### src/rtl/lfsr_rng_bank.sv
// Bank of NCH Fibonacci LFSR generators seeded from one word, with a shared
// request port that draws a uniform value in [0, req_max] by rejection sampling.
module lfsr_rng_bank #(
  parameter int             NCH     = 6,
  parameter int             W       = 20,
  parameter logic [W-1:0]   TAPS    = 20'h90000,
  parameter int             STEP    = 8,
  parameter int             OUT_W   = 8,
  parameter int             MAX_TRY = 4,
  localparam int            CW      = (NCH > 1) ? $clog2(NCH) : 1
) (
  input  logic                 clk,
  input  logic                 rst,
  input  logic                 en,
  input  logic                 load,
  input  logic [W-1:0]         seed,
  output logic [NCH*OUT_W-1:0] rand_num,
  input  logic                 req_valid,
  output logic                 req_ready,
  input  logic [CW-1:0]        req_ch,
  input  logic [OUT_W-1:0]     req_max,
  output logic                 rsp_valid,
  output logic [OUT_W-1:0]     rsp_data,
  output logic                 rsp_err
);

  localparam int TW = (MAX_TRY > 1) ? $clog2(MAX_TRY) : 1;

  typedef enum logic [1:0] {IDLE, DRAW, DONE} state_t;

  // Per-channel seed: rotate the shared word by 3*c, mix in c, never all-zero.
  function automatic logic [W-1:0] chan_seed(input logic [W-1:0] s, input int c);
    int           r;
    logic [W-1:0] v;
    r = (3 * c) % W;
    v = (r == 0) ? s : ((s << r) | (s >> (W - r)));
    v = v ^ W'(c);
    if (v == '0) v = W'(1);
    return v;
  endfunction

  function automatic logic [W-1:0] lfsr_step(input logic [W-1:0] s);
    logic [W-1:0] v;
    v = s;
    for (int i = 0; i < STEP; i++) v = {v[W-2:0], ^(v & TAPS)};
    return v;
  endfunction

  // Smallest 2^k-1 covering v: smear the top set bit downwards.
  function automatic logic [OUT_W-1:0] smear(input logic [OUT_W-1:0] v);
    logic [OUT_W-1:0] m;
    m = v;
    for (int i = 1; i < OUT_W; i++) m = m | (m >> 1);
    return m;
  endfunction

  logic [W-1:0]     sreg_q [NCH];
  logic [W-1:0]     sreg_d [NCH];
  state_t           state_q, state_d;
  logic [CW-1:0]    ch_q, ch_d;
  logic [OUT_W-1:0] max_q, max_d;
  logic [OUT_W-1:0] mask_q, mask_d;
  logic [TW-1:0]    tries_q, tries_d;
  logic [OUT_W-1:0] data_q, data_d;
  logic             err_q, err_d;
  logic [OUT_W-1:0] cand;

  // The active draw channel steps once per cycle even when en is also high.
  always_comb begin
    for (int c = 0; c < NCH; c++) begin
      sreg_d[c] = sreg_q[c];
      if (load) begin
        sreg_d[c] = chan_seed(seed, c);
      end else if (en || (state_q == DRAW && ch_q == CW'(c))) begin
        sreg_d[c] = lfsr_step(sreg_q[c]);
      end
    end
  end

  // NOTE: the shift registers are flops, not RAM, so each one takes its seed
  // directly in reset; there is no separate initialisation sequence.
  always_ff @(posedge clk) begin
    for (int c = 0; c < NCH; c++) begin
      if (!rst) sreg_q[c] <= chan_seed(seed, c);
      else      sreg_q[c] <= sreg_d[c];
    end
  end

  always_comb begin
    cand = '0;
    for (int c = 0; c < NCH; c++) begin
      if (ch_q == CW'(c)) cand = sreg_q[c][OUT_W-1:0] & mask_q;
    end
  end

  // NOTE: every next-state signal gets a hold default before the case, so no
  // path through this block leaves a variable unassigned (no latches).
  always_comb begin
    state_d = state_q;
    ch_d    = ch_q;
    max_d   = max_q;
    mask_d  = mask_q;
    tries_d = tries_q;
    data_d  = data_q;
    err_d   = err_q;
    unique case (state_q)
      IDLE: begin
        if (req_valid) begin
          ch_d    = req_ch;
          max_d   = req_max;
          mask_d  = smear(req_max);
          tries_d = '0;
          if (int'(req_ch) >= NCH) begin
            err_d   = 1'b1;
            data_d  = '0;
            state_d = DONE;
          end else begin
            err_d   = 1'b0;
            state_d = DRAW;
          end
        end
      end
      DRAW: begin
        if (cand <= max_q) begin
          data_d  = cand;
          state_d = DONE;
        end else if (tries_q == TW'(MAX_TRY - 1)) begin
          data_d  = cand - max_q - OUT_W'(1);
          state_d = DONE;
        end else begin
          tries_d = tries_q + TW'(1);
        end
      end
      DONE:    state_d = IDLE;
      default: state_d = IDLE;
    endcase
  end

  // NOTE: sequential state uses non-blocking assignments so every flop samples
  // the pre-edge values regardless of statement order.
  always_ff @(posedge clk) begin
    if (!rst) begin
      state_q <= IDLE;
      ch_q    <= '0;
      max_q   <= '0;
      mask_q  <= '0;
      tries_q <= '0;
      data_q  <= '0;
      err_q   <= 1'b0;
    end else begin
      state_q <= state_d;
      ch_q    <= ch_d;
      max_q   <= max_d;
      mask_q  <= mask_d;
      tries_q <= tries_d;
      data_q  <= data_d;
      err_q   <= err_d;
    end
  end

  for (genvar c = 0; c < NCH; c++) begin : g_out
    assign rand_num[c*OUT_W +: OUT_W] = sreg_q[c][OUT_W-1:0];
  end

  assign req_ready = (state_q == IDLE);
  assign rsp_valid = (state_q == DONE);
  assign rsp_data  = data_q;
  assign rsp_err   = err_q && (state_q == DONE);

endmodule

### config.mk
export PLATFORM = sky130hd
export DESIGN_NAME = lfsr_rng_bank
export DESIGN_NICKNAME = d
export VERILOG_FILES = /design/src/rtl/lfsr_rng_bank.sv
export SDC_FILE = /design/constraint.sdc
export NUM_CORES = 1
export LEC_CHECK = 0
export CORE_MARGIN = 5
export CORE_UTILIZATION = 50
export CTS_BUF_LIST = sky130_fd_sc_hd__clkbuf_16
export DETAILED_ROUTE_END_ITERATION = 12
export PLACE_DENSITY = 0.79
export SYNTH_ARGS = -nofsm -noshare
export SYNTH_HDL_FRONTEND = slang
export SYNTH_SLANG_ARGS = --single-unit
### constraint.sdc
create_clock -name clk -period 3.24 [get_ports clk]
set_input_delay 0.486 -clock clk [delete_from_list [all_inputs] [get_ports clk]]
set_output_delay 0.486 -clock clk [all_outputs]
set_load 0.02 [all_outputs]
; ---- After elaboration in Yosys (flattened, before gate mapping)
; Memories as Yosys holds them, arrays and structs flattened.
; Index checks and enable logic that the tools add are counted.
[word_totals]
register_bits = 32
out_inout_bits = 59
n_memories = 1
mem_bits_rw = 120
inputBits = 36
[classes]
magnitude_cmp = 2
bitwise_logic = 29
n_addsub = 3
mux = 53
n_eq_ne = 13
n_reduce_logical = 74
[mem_list]
columns = name, words, word_bits, rd, rd_ports_with_merged_regs, wr, line
row1 = sreg_q, 6, 20, 6, 0, 6, 57  ; logic [W-1:0] sreg_q [NCH];
[ops]
columns = cell, n
row1 = XOR reduction 20 bit, 48
row2 = 2-to-1 mux 20 bit, 30
row3 = logical NOT 20 bit, 6
row4 = 2-to-1 mux 8 bit, 10
row5 = bitwise OR 8 x 7 -> 8 bit, 7
row6 = bitwise AND 8 bit, 6
row7 = bitwise OR 20 x 12 -> 20 bit, 1
row8 = bitwise OR 20 x 15 -> 20 bit, 1
row9 = bitwise OR 20 x 3 -> 20 bit, 1
row10 = bitwise OR 20 x 6 -> 20 bit, 1
row11 = bitwise OR 20 x 9 -> 20 bit, 1
row12 = case mux 8 bit (2 select lines), 1
row13 = 2-to-1 mux 2 bit, 7
row14 = less-or-equal comparator 8 bit, 1
row15 = case mux 2 bit (2 select lines), 2
row16 = AND reduction 4 bit, 2
row17 = "subtractor 8 x 1 -> 8 bit, second input constant", 1
row18 = subtractor 8 bit, 1
row19 = logical AND 1 bit, 7
row20 = "equality test 3 x 2 -> 1 bit, second input constant", 2
row21 = "equality test 3 bit, second input constant", 2
row22 = logical OR 1 bit, 6
row23 = "inequality test 2 bit, second input constant", 3
row24 = bitwise OR 1 bit, 6
row25 = other kinds (14), 21

; ---- Logic depth before layout (Yosys ltp)
; Gate-level depths: netlist of run 1.
[logic_depth]
ltp_word = 12
mapped_depth = 13
mapped_depth_nobuf = 12

; ---- Worst setup path after synthesis of run 1
; No wires, ideal clock.
[synth_path]
path_type = reg2reg
start = register ch_q[1]
end = register data_q[6], in the netlist rsp_data[6]
stages_incl_launch_ff = 14
required_ns = 3.123
slack_ns = 0.222
arrival_time_ns = 2.901
cell_sequence = dfxtp_1 buf_6 mux2_2 a22oi_1 nor2_1 o221ai_1 inv_1 ha_1 fa_1 a211oi_1 nor3_1 or3b_2 mux2i_1 o2bb2ai_1
[synth_between]
elab_chain_cells = 12
[synth_rtl]
columns = item, line
row1 = "start, declared", 60  ; logic [CW-1:0] ch_q, ch_d;
row2 = "start signal, assigned", 152  ; ch_q <= ch_d;
row3 = logical NOT 3 bit, 92  ; if (ch_q == CW'(c)) cand = sreg_q[c][OUT_W-1:0] & mask_q;
row4 = 2-to-1 mux 8 bit (5 in series), 92
row5 = 2-to-1 mux 8 bit (*), 92
row6 = subtractor 8 bit, 128  ; data_d = cand - max_q - OUT_W'(1);
row7 = subtractor 8 x 1 -> 8 bit, 128
row8 = 2-to-1 mux 8 bit, 127  ; end else if (tries_q == TW'(MAX_TRY - 1)) begin
row9 = 2-to-1 mux 8 bit, 124  ; if (cand <= max_q) begin
row10 = case mux 8 bit (2 select lines), 106  ; unique case (state_q)
row11 = "end signal, assigned", 156  ; data_q <= data_d;
row12 = "end, declared", 64  ; logic [OUT_W-1:0] data_q, data_d;
; Mark *: on every way between the ends. The rest lies on a longest branch, timed or not. The select of a mux whose other input is x is not followed.
; A chain may end at the register's enable or synchronous reset.

; ---- Final worst setup path of run 1
[layout_path]
start = register ch_q[1]
end = register data_q[3], in the netlist rsp_data[3]
; Same word-level chain as after synthesis.

==> results of run 1 <==
[logic make-up (layout without fill, tap and decap cells)]
group / after synthesis / count (layout)
AOI/OAI and AO/OA: 145 / 145
xor gates and xnor gates: 50 / 50
adders and majority gates: 11 / 11
buffers and inverters: 100 / 172
DFF: 151 / 151
muxes: 15 / 15
and+or+nand+nor: 307 / 307
[cell usage in the layout (no fill, tap or decap), types with 16 or more instances in the layout]
cell type / n
a21oi_1: 63
buf_4: 26
o21ai_0: 16
nand2_1: 211
clkdlybuf4s50_1: 94
nor2_1: 43
clkbuf_16: 18
dfxtp_1: 30
inv_1: 16
xnor2_1: 47
edfxtp_1: 120
[sequential cells by signal, indices dropped and copies added, names as in the netlist]
register	cells
ch_q	3
err_q	1
mask_q	7
max_q	8
rsp_data	8
sreg_q	120
state_q	2
tries_q	2
[path summary, 6_finish.rpt]
path	from	end	slack [ns]	cells after the start
max	ch_q[1]$_SDFFE_PN0P_	rsp_data[3]$_SDFFE_PN0P_	0.11	11
max reg2reg	ch_q[1]$_SDFFE_PN0P_	rsp_data[3]$_SDFFE_PN0P_	0.11	11
min reg2reg	max_q[6]$_SDFFE_PN0P_	max_q[6]$_SDFFE_PN0P_	0.45	2
min	max_q[6]$_SDFFE_PN0P_	max_q[6]$_SDFFE_PN0P_	0.45	2
[metal layers]
metal | vias up | share of wire | GRT usage
li1 | 2806 | - | -
met1 | 2913 | 0.41 | 0.331
met2 | 324 | 0.47 | 0.390
met3 | 47 | 0.088 | 0.0555
met4 | 0 | 0.033 | 0.101
met5 | - | 0 | 0
[through the flow]
| stage | TNS, ns | hold slack, ns | utilization |
|---|---|---|---|
| final | 0 | 0.454 | 0.611 |
| after CTS | 0 | 0.456 | 0.609 |
| after global routing | -0.00241 | 0.465 | 0.611 |
| after detailed placement | 0 | 0.448 | 0.573 |
| after floorplan | 0 | 0.432 | - |
| after global placement | 0 | 0.443 | 0.573 |
[cells in the mapped netlist, types with 4 or more instances]
cell type / number / area share
nand2_1: 211 / 0.10
edfxtp_1: 120 / 0.46
a21oi_1: 63 / 0.040
buf_4: 50 / 0.048
xnor2_1: 47 / 0.053
nor2_1: 44 / 0.021
dfxtp_1: 31 / 0.080
o21ai_0: 19 / 0.012
clkbuf_1: 17 / 0.0082
inv_1: 15 / 0.0072
buf_2: 14 / 0.0090
a211oi_1: 10 / 0.0096
ha_1: 10 / 0.016
mux2i_1: 10 / 0.013
nand3_1: 10 / 0.0064
a21boi_0: 9 / 0.0087
nor3_1: 9 / 0.0058
o221a_2: 6 / 0.0087
a21o_1: 5 / 0.0048
nand2b_1: 5 / 0.0040
nand3b_1: 5 / 0.0048
a311oi_1: 4 / 0.0045
nor4_1: 4 / 0.0032
o221ai_1: 4 / 0.0045
[where the power goes]
group | internal [uW] | total [uW] | switching (uW)
Sequential | 2320 | 2510 | 191
Clock | 1020 | 1860 | 834
Combinational | 509 | 1110 | 603
Total | 3860 | 5480 | 1630
[layout make-up]
class | instances | share of cell area
repair buffers | 124 | 0.129
well taps | 211 | 0.0283
multi-input cells | 528 | 0.324
inverters | 16 | 0.00644
clock buffers | 18 | 0.0483
clock inverters | 14 | 0.0106
flip-flops and latches | 151 | 0.453
[timing repair]
action | in CTS | in global routing
resized for setup | 0 | 5
buffers inserted | 0 | 1
hold buffers | 0 | 0
setup endpoints to repair | 0 | 12
[worst min-delay path, stage by stage, from the launching register on]
cell and delay [ns]:
dfxtp_1 0.31, nand2_1 0.05, a21oi_1 0.05
==> qor.csv, run 1 <==
stage,metric,value,unit
outcome,status,completed,
layout,area of the multi-input gates,3020,sq um
place,dpl cells,1029,
die,Initial Utilization,0.512,
die,Rows,45,
layout,Reg area,4230,sq um
clock_tree,Num CTS Buffers,17,
layout,FILL cells,1265,
global_route,Tot GR Track Use,0.247,
die,Top Ports,95,
synth,multiplexer share of the synthesized area,0.0205,
power_and_ir_drop,worst vdd ir,0.000426,V
global_route,vias in the first global route,5737,
global_route,initial antenna violation count,0,
route,Detail Route Antenna Nets,0,
layout,nets,885,
place,routability cong.,0.951,
clock_tree,"CTS clk-pin slew, worst paths",0.07,ns
synth,ys async rst share,0,
critical_path,Worst path max stage delay,0.39,ns
flow_run,MaxCap Viol Count,0,
clock_tree,Max Buffers Root-to-Sink,2,
die,die height,135,um
sta,relative slew slack,0.307,
power_and_ir_drop,Pleak,0.00353,uW
place,area post-placement,8750,sq um
route,final WL,22000,um
route,DRC,0,
place,# port buffers,94,
die,CORE AREA,15300,sq um
sta,fin. max-slew vios,0,
worst_hold_path,Tightest Hold Check Type,register to register,
layout,Syn-to-layout area delta,19.5,%
place,HPWL after DPL,16500,um
route,Pre-antenna DRT Iters,6,
route,drt via density,5.73,
sta,Highest Clock Rate,0.319,GHz
synth,complex-gate fraction of the synthesized area,0.123,
sta,Setup Skew,0.0131,ns
synth,post-synthesis xor/xnor area fraction,0.0561,
synth,"Seq/Total Area, Yosys",0.541,
clock_tree,H-tree depth,4,
critical_path,CP max stage cell,ha_2,
critical_path,CP Capture Type,register,
route,Starting DRT DRC Count,860,
sta,slew of the pin with the lowest slew margin,1.04,ns
clock_tree,clk root buf,clkbuf_16,
synth,"Distinct cells, synth",62,
synth,Mean Syn Cell Area,10.0,sq um
synth,Post-synth EDFFs,120,
synth,syn_nets,826,
sta,final worst setup slack,0.109,ns
power_and_ir_drop,final total power,5480,uW
place,pre-CTS WS,0.0652,ns
route,DR WL/cell,20.7,um
global_route,largest net degree at the start of global routing,48,
sta,Tcrit/Tclk final,0.966,
synth,largest family of logic cells by synthesized area,simple AND/OR/NAND/NOR gates,
critical_path,"Buf+Inv Stages, Crit Path",1,
sta,Final Critical Period,3.13,ns
clock_tree,clock latency on the worst-skew pair,0.44,ns
critical_path,cell family with most CP delay,compound AO/OA/AOI/OAI gates,
synth,adder-cell share of the synthesized area,0.0186,
route,Vias,6090,
layout,post-route cell area,9330,sq um
synth,#FFs+latches synth,151,
critical_path,Critical Path AT,3.46,ns
layout,share of layout cells above drive strength 1,0.0964,
global_route,GR Overflow Total,0,
synth,mapped cell area,7810,sq um
power_and_ir_drop,Power per Cell Area,588,nW/um^2
critical_path,CP Launch Type,register,
sta,final setup vio count,0,
layout,Ant. Diodes,0,
critical_path,critical-path cell list,buf_4 > mux2_1 > a22oi_1 > nor2_1 > o221a_2 > ha_2 > nand4_1 > o21bai_1 > a31oi_4 > mux2_2 > a22o_1,
die,die area,18200,sq um
critical_path,crit path kind,register to register,
synth,yosys warns,0,
clock_tree,CTS sink count,151,
synth,top_reg_cell synth,edfxtp_1,
clock_tree,CTS tree,done,
global_route,first-pass GRT wire length,33200,um
layout,Post-Layout Cell Count,1062,
synth,simple-gate area share of the yosys netlist,0.166,
critical_path,Required @ worst endpoint,3.57,ns
synth,synthesized netlist cell count,779,
die,DIE WIDTH,135,um
critical_path,"critical path fanouts, max",8,
sta,endpoints failing hold,0,
Note: power is estimated with default switching activity, not from simulation.
==> run 2: changes to the inputs <==
Settings changed: CORE_UTILIZATION 50 to 51, PLACE_DENSITY 0.79 to 0.8.
==> run 2 against run 1 <==
Critical path depth rose by 1. Non-clock buffer count shrank 5. Clock power is 15% higher. Hold slack improved by 0.0058 ns. Final cell count shrank 2.6%. Highest routed layer unchanged.
==> qor.csv, run 2 (synthesis gave the netlist of run 1 again) <==
stage,metric,value,unit
sta,Setup Skew,0.0130,ns
outcome,status,completed,
flow_run,MaxCap Viol Count,0,
layout,Post-Layout Cell Count,1034,
route,Vias,6042,
clock_tree,clock latency on the worst-skew pair,0.43,ns
die,die area,17900,sq um
sta,setup TNS,0,ns
critical_path,cell family with most CP delay,compound AO/OA/AOI/OAI gates,
global_route,initial antenna violation count,0,
sta,Highest Clock Rate,0.328,GHz
clock_tree,CTS tree,done,
critical_path,CP Capture Type,register,
critical_path,crit path kind,register to register,
sta,endpoints failing hold,0,
critical_path,Critical Path AT,3.37,ns
layout,FILL cells,1224,
sta,fin. max-slew vios,0,
layout,"commonest cells after routing, fill and taps aside","211 x nand2_1, 120 x edfxtp_1, 94 x clkdlybuf4s50_1",
critical_path,"Buf+Inv Stages, Crit Path",1,
route,DR WL/cell,21.5,um
place,routability cong.,0.946,
sta,relative slew slack,0.312,
layout,largest register by flop count,sreg_q,
clock_tree,"CTS clk-pin slew, worst paths",0.07,ns
sta,slew of the pin with the lowest slew margin,1.03,ns
power_and_ir_drop,Power per Cell Area,617,nW/um^2
layout,"most common cell after layout, fill and taps aside",nand2_1,
global_route,largest net degree at the start of global routing,83,
layout,nets,880,
clock_tree,H-tree depth,4,
clock_tree,CTS sink count,151,
layout,Ant. Diodes,0,
sta,RSZ-0062 raised after global routing,false,
worst_hold_path,Tightest Hold Check Type,register to register,
critical_path,CP Launch Type,register,
route,Pre-antenna DRT Iters,5,
layout,max FFs per register,120,
global_route,vias in the first global route,5900,
critical_path,critical-path cell list,mux2_2 > a22oi_1 > nor2_1 > o221ai_1 > inv_1 > ha_1 > fa_2 > a211oi_2 > nor3_1 > or3b_2 > mux2i_1 > o2bb2ai_1,
global_route,GR Overflow Total,0,
place,# port buffers,94,
layout,share of layout cells above drive strength 1,0.0887,
clock_tree,clk root buf,clkbuf_16,
sta,Tcrit/Tclk final,0.941,
place,dpl cells,1001,
die,DIE WIDTH,134,um
die,Initial Utilization,0.517,
route,Starting DRT DRC Count,793,
route,DRC,0,
sta,Final Critical Period,3.05,ns
route,final WL,22200,um
clock_tree,Max Buffers Root-to-Sink,2,
critical_path,Required @ worst endpoint,3.56,ns
critical_path,Worst path max stage delay,0.44,ns
place,HPWL after DPL,16200,um
die,CORE AREA,15100,sq um
power_and_ir_drop,Pleak,0.00355,uW
layout,Syn-to-layout area delta,19.5,%
critical_path,"critical path fanouts, max",4,
power_and_ir_drop,worst vdd ir,0.000386,V
global_route,first-pass GRT wire length,33500,um
die,die height,134,um
critical_path,CP max stage cell,or3b_2,
die,Top Ports,95,
die,Rows,45,
clock_tree,Num CTS Buffers,17,
global_route,Tot GR Track Use,0.252,
sta,final setup vio count,0,
route,Detail Route Antenna Nets,0,
route,drt via density,5.84,
clock_tree,hold_buf cts,0,
[run 2: cell types whose count changed in the layout (fill, tap and decap cells not counted), sizes merged]
cell / previous run / this run
clkbuf: 18 / 17
clkinv: 5 / 7
buf: 30 / 25
clkinvlp: 6 / 1
bufinv: 0 / 4
[run 2: worst register-to-register path, delay by kind of cell (launching register included)]
family	cells	cell delay, ns
fa+ha+maj	2	0.63
mux	2	0.52
simple gates	3	0.59
buf+inv	1	0.07
compound gates	4	0.75
flops	1	0.38
[run 2: per-stage QoR]
stage	util	worst slack, ns	total power, uW	hold slack, ns	instance area, sq um
6_report	0.618	0.192	5750	0.459	9330
5_1_grt	0.618	0.0108	5950	0.478	9330
4_1_cts	0.615	0.111	5720	0.459	9290
3_5_place_dp	0.574	0.137	3620	0.450	8660
3_3_place_gp	0.574	0.166	3600	0.441	8660
2_1_floorplan	-	0.222	3240	0.432	7810
[run 2: final cells by class]
type / instances / area (sq um) / area share
Sequential cell: 151 / 4220 / 0.453
Multi-Input combinational cell: 528 / 3030 / 0.325
Timing Repair Buffer: 119 / 1150 / 0.123
Clock buffer: 17 / 425 / 0.0456
Tap cell: 188 / 235 / 0.0252
Clock inverter: 15 / 201 / 0.0216
Inverter: 16 / 60.1 / 0.00644
[run 2: worst paths after layout]
kind	startpoint	end	slack, ns	cells after the start
worst max-delay path	ch_q[1]$_SDFFE_PN0P_	rsp_data[6]$_SDFFE_PN0P_	0.19	12
worst min-delay path	max_q[5]$_SDFFE_PN0P_	max_q[5]$_SDFFE_PN0P_	0.46	2
worst min register to register	max_q[5]$_SDFFE_PN0P_	max_q[5]$_SDFFE_PN0P_	0.46	2
worst max register to register	ch_q[1]$_SDFFE_PN0P_	rsp_data[6]$_SDFFE_PN0P_	0.19	12
[run 2: report_power, final]
part / total, uW / switching, uW / internal, uW
Sequential: 2510 / 185 / 2320
Clock: 2130 / 832 / 1290
Combinational: 1120 / 612 / 506
[run 2: per-layer routing]
metal,routed length [um],part of all wire,vias to the layer above,global-route usage
met4,657,0.030,0,0.0994
met5,0,0,-,0
li1,-,-,2797,-
met2,11000,0.49,304,0.417
met1,8540,0.38,2896,0.318
met3,2070,0.093,45,0.0631
[run 2: repair_timing]
action | in CTS | in global routing
gates resized for setup | 0 | 7
setup endpoints to repair | 0 | 7
setup buffers | 0 | 1
